===== src/rtl/dual_seven_seg_decoder.sv =====
// Recovers a 0-15 value from a two-digit active-low seven-segment pattern, with
// stability filtering, dedupe and valid/ready output. Macro SEG_DECODE_ERROR_COUNT_EN adds err_count.
module dual_seven_seg_decoder #(
    parameter int STABLE_CYCLES = 4,
    parameter int CNT_W         = 8
) (
    input  logic             clk,
    input  logic             reset,
    input  logic [13:0]      seg_in,
    input  logic             out_ready,
    output logic             out_valid,
    output logic [3:0]       out_value,
    output logic             out_err,
    output logic             overrun
`ifdef SEG_DECODE_ERROR_COUNT_EN
    ,
    output logic [CNT_W-1:0] err_count
`endif
);

    localparam logic [13:0] BLANK = 14'h3FFF;
    localparam logic [6:0]  TENS_BLANK = 7'b1111111;
    localparam logic [6:0]  TENS_ONE   = 7'b1001111;

    if (STABLE_CYCLES < 1 || STABLE_CYCLES > 255 || CNT_W < 1) begin : g_param_check
        $error("dual_seven_seg_decoder: parameter out of range");
    end

    typedef enum logic {SETTLE, HOLD} state_t;

    state_t      state, state_nxt;
    logic [13:0] seg_q, seg_prev, last_pat;
    logic [7:0]  stab_cnt, stab_cnt_nxt;
    logic        changed, settled, new_res;
    logic [8:0]  samples;
    logic [3:0]  unit_idx;
    logic        dec_legal;
    logic [3:0]  dec_value;

    // The sample where seg_q changes is the first sample of the new value.
    assign changed = (seg_q != seg_prev);
    assign samples = changed ? 9'd1 : {1'b0, stab_cnt} + 9'd2;
    assign settled = (state == SETTLE) && (samples >= 9'(STABLE_CYCLES));

    always_ff @(posedge clk) begin
        if (reset) begin
            state    <= SETTLE;
            stab_cnt <= 8'd0;
        end else begin
            state    <= state_nxt;
            stab_cnt <= stab_cnt_nxt;
        end
    end

    always_comb begin
        state_nxt    = state;
        stab_cnt_nxt = stab_cnt;
        case (state)
            SETTLE: begin
                if (settled) begin
                    state_nxt    = HOLD;
                    stab_cnt_nxt = 8'd0;
                end else begin
                    stab_cnt_nxt = changed ? 8'd0 : stab_cnt + 8'd1;
                end
            end
            HOLD: begin
                if (changed) begin
                    state_nxt    = SETTLE;
                    stab_cnt_nxt = 8'd0;
                end
            end
            default: begin
                state_nxt    = SETTLE;
                stab_cnt_nxt = 8'd0;
            end
        endcase
    end

    always_comb begin
        new_res = settled && (seg_q != last_pat) && (seg_q != BLANK);
    end

    always_comb begin
        unit_idx = 4'hF;
        case (seg_q[6:0])
            7'b0000001: unit_idx = 4'd0;
            7'b1001111: unit_idx = 4'd1;
            7'b0010010: unit_idx = 4'd2;
            7'b0000110: unit_idx = 4'd3;
            7'b1001100: unit_idx = 4'd4;
            7'b0100100: unit_idx = 4'd5;
            7'b0100000: unit_idx = 4'd6;
            7'b0001111: unit_idx = 4'd7;
            7'b0000000: unit_idx = 4'd8;
            7'b0000100: unit_idx = 4'd9;
            default:    unit_idx = 4'hF;
        endcase
        dec_legal = 1'b0;
        dec_value = 4'd0;
        if (seg_q[13:7] == TENS_BLANK && unit_idx <= 4'd9) begin
            dec_legal = 1'b1;
            dec_value = unit_idx;
        end else if (seg_q[13:7] == TENS_ONE && unit_idx <= 4'd5) begin
            dec_legal = 1'b1;
            dec_value = unit_idx + 4'd10;
        end
    end

    always_ff @(posedge clk) begin
        if (reset) begin
            seg_q     <= BLANK;
            seg_prev  <= BLANK;
            last_pat  <= BLANK;
            out_valid <= 1'b0;
            out_value <= 4'd0;
            out_err   <= 1'b0;
            overrun   <= 1'b0;
        end else begin
            seg_q    <= seg_in;
            seg_prev <= seg_q;
            if (new_res)
                last_pat <= seg_q;
            // A transfer on the same edge frees the holding register for the new result.
            if (new_res && (!out_valid || out_ready)) begin
                out_valid <= 1'b1;
                out_value <= dec_legal ? dec_value : 4'd0;
                out_err   <= ~dec_legal;
            end else if (out_valid && out_ready) begin
                out_valid <= 1'b0;
            end
            if (new_res && out_valid && !out_ready)
                overrun <= 1'b1;
        end
    end

`ifdef SEG_DECODE_ERROR_COUNT_EN
    always_ff @(posedge clk) begin
        if (reset)
            err_count <= '0;
        else if (new_res && !dec_legal && err_count != {CNT_W{1'b1}})
            err_count <= err_count + CNT_W'(1);
    end
`endif

endmodule


===== config.mk =====
export PLATFORM = sky130hd
export DESIGN_NAME = dual_seven_seg_decoder
export DESIGN_NICKNAME = d
export VERILOG_FILES = /design/src/rtl/dual_seven_seg_decoder.sv
export SDC_FILE = /design/constraint.sdc
export NUM_CORES = 1
export LEC_CHECK = 0
export ABC_AREA = 0
export CAP_MARGIN = 20
export CORE_ASPECT_RATIO = 0.6
export CORE_MARGIN = 3
export CORE_UTILIZATION = 40
export DETAILED_ROUTE_END_ITERATION = 6
export SYNTH_ARGS = -nofsm -noshare
export SYNTH_HDL_FRONTEND = slang
export SYNTH_SLANG_ARGS = --single-unit
export TNS_END_PERCENT = 1

===== constraint.sdc =====
create_clock -name clk -period 2.9 [get_ports clk]
set_clock_uncertainty 0.2 [all_clocks]
set_input_delay 0.87 -clock clk [delete_from_list [all_inputs] [get_ports clk]]
set_output_delay 0.87 -clock clk [all_outputs]
set_load 0.1 [all_outputs]

==> run summary <==
status - finished, final reports clean
CP Max Fanout - 17
H-tree depth - 3
synthesized cell area - 2600 um2
RSZ-0062 raised after global routing - no
CTS max path bufs - 2
hold violation total from the final report - 0
count of cell types in the netlist - 44
pwr/cell area - 572 nW/um2
dpl cells - 374
Setup crit end kind - flop
delay-heaviest family, CP - simple AND/OR/NAND/NOR gates
Switching Share - 0.223
final setup fails - 0
max_cap viols - 0
CTS tree - built
final period utilization - 0.856
number of clock sinks - 58
GRT Overall Usage - 0.171
I/O pin total - 24
core area - 6190 um2
Max Freq - 403 MHz
crit start category - flop
minimum hold slack - 0.250 ns
Synth Instances - 278
Top Usage Layer GRT - met2
P_int - 0.00138 W
Initial Util - 0.420
part of the power in combinational logic - 0.063
Post-DRT Antenna Nets - 0
Net Switching - 0.000396 W
CP Cell Sequence - xor2_1, nor4_1, and4_1, and4_4, nand2_2, o31ai_1
placed cell areas - 2880 um2
YS warnings - 0
headroom to the max-slew limit - 0.609
Req. time, crit path - 2.95 ns
Post-synth EDFFs - 0
Top FF cell, synth - dfxtp_1
CTS buffer count - 9
Tmin final - 2.48 ns
Final WS setup - 0.417 ns
Crit Path Category - flop to flop
Final #Nets - 321
largest net degree at the start of global routing - 34
Antenna diodes - 0
DP Wirelength - 3850 um
global placement routability congestion - 0.820
buffer and inverter count on the worst path - 0
Slew @ Worst Pin - 0.582 ns
static leakage - 1.14 nW
dpl ws - 0.447 ns
reg2reg path depth - 6
syn_nets - 298
Die Y - 68.4 um
DRT iter0 DRCs - 111
Hold Path Depth - 2
Async SR Flop Fraction - 0
register area share after synthesis - 0.447
drc violations - 0
syn_area_per_cell - 9.35 um2
flops & latches, synth - 58
GR Layer Usage met3 - 0.0735
drt pass-1 iters - 4
clock power share - 0.463
DR WL/cell - 14.1 um
input/output buffers - 23
fill count - 607
post-cts sizing count - 0
Area growth, synth to finish - 19.3%
Root Driver - clkbuf_8
crit-path max cell delay - 0.62 ns
post-CTS setup repair buffer count - 0
Storage cell area - 1160 um2
vias in the first global route - 1,978
Slowest-stage cell, CP - dfxtp_1
hold crit path type - flop to flop
via/cell ratio - 5.10
GRT overflow - 0
die span in x - 110 um
global-route wire length before repair - 9400 um
Max Slew Vio Count - 0
met1 usage - 0.219
WP data arrival - 2.54 ns
non-filler cells, final - 390
hold buffers post-CTS - 0
final wirelength - 5520 um
Final Instance Area - 3100 um2
Die ar. - 7530 um2
met2 Use GR - 0.250
routed vias - 1,990
Max IR drop VDD - 0.000270 V
multi-input logic area - 1340 um2
sequential cell fraction of total power - 0.473
initial antenna violation count - 0
TNS Setup - 0 ns
layout cells sized above 1 - 0.203
Placement Rows - 22
insertion delay to the later sink of the worst-skew pair - 0.34 ns
CP Depth - 6
Reg clk slew, reported paths - 0.06 ns
[registers in the layout, summed over array words and instances, names as in the netlist]
| signal | flops |
|---|---|
| overrun | 1 |
| out_err | 1 |
| seg_q | 14 |
| stab_cnt | 8 |
| last_pat | 14 |
| seg_prev | 14 |
| state | 1 |
| out_valid | 1 |
| out_value | 4 |
[tightest hold or removal path, delay by kind of cell, from the launching register on]
family          cells  cell delay, ns
compound gates      1            0.05
buf+inv             1            0.05
flops               1            0.31
[synth_stat cells (7+ instances only)]
cell | number | area (um2)
or2_2 | 28 | 175
nor2b_1 | 7 | 43.8
clkbuf_1 | 12 | 45.0
a211o_1 | 15 | 131
nor4_1 | 9 | 56.3
a21oi_1 | 11 | 55.1
o21ai_0 | 8 | 40.0
nor2_1 | 14 | 52.6
dfxtp_1 | 58 | 1160
and2_1 | 18 | 113
nand2_1 | 8 | 30.0
xor2_1 | 29 | 254
[cells in the final DEF (no fill, tap or decap), types with 10 or more instances in the layout]
cell / netlist / layout
dfxtp_1: 58 / 58
a21oi_1: 11 / 11
clkdlybuf4s50_1: 0 / 16
and2_1: 18 / 18
buf_4: 0 / 14
nor2_1: 14 / 14
or2_2: 28 / 28
a211o_1: 15 / 15
xor2_1: 29 / 29
clkbuf_8: 0 / 10
[power groups by stage]
| stage | logic (W) | registers (W) | clock network, W |
|---|---|---|---|
| 2_1_floorplan | 0.0000796 | 0.000844 | 0 |
| 3_3_place_gp | 0.000113 | 0.000858 | 0 |
| 3_5_place_dp | 0.000113 | 0.000858 | 0 |
| 4_1_cts | 0.000113 | 0.000841 | 0.000843 |
| 5_1_grt | 0.000126 | 0.000844 | 0.000883 |
| 6_report | 0.000112 | 0.000840 | 0.000822 |
[final timing paths]
| kind | start | to | slack [ns] |
|---|---|---|---|
| hold reg to reg | overrun | overrun | 0.25 |
| setup / recovery | seg_q[6] | out_value[3] | 0.42 |
| setup reg to reg | seg_q[6] | out_value[3] | 0.42 |
| hold / removal | overrun | overrun | 0.25 |
[through the flow]
stage	util	power (W)
floorplan	-	0.000924
global placement	0.465	0.000971
detailed placement	0.465	0.000971
CTS	0.501	0.00180
global route	0.501	0.00185
finish	0.501	0.00177
[layer usage]
metal	up-vias	wire [um]
met4	0	101
li1	1010	-
met3	11	325
met1	924	2900
met2	45	2190
met5	-	0
[final cells by class]
type | count | area share
inverters | 2 | 0.00242
flip-flops and latches | 58 | 0.374
well taps | 84 | 0.0339
clock buffers | 11 | 0.0456
multi-input cells | 200 | 0.433
clock inverters | 5 | 0.0250
repair buffers | 30 | 0.0856
[cells by family (layout without fill, tap and decap cells)]
group	Yosys count	after routing	synth area share
multiplexers	1	1	0.00385
flip-flops	58	58	0.447
AND/OR/NAND/NOR	119	119	0.273
adder cells (fa/ha/maj)	3	3	0.0144
buffers and inverters	20	48	0.0366
XOR/XNOR	29	29	0.0977
AO/OA/AOI/OAI	48	48	0.128
No activity file was read; power rests on OpenSTA's default activity.
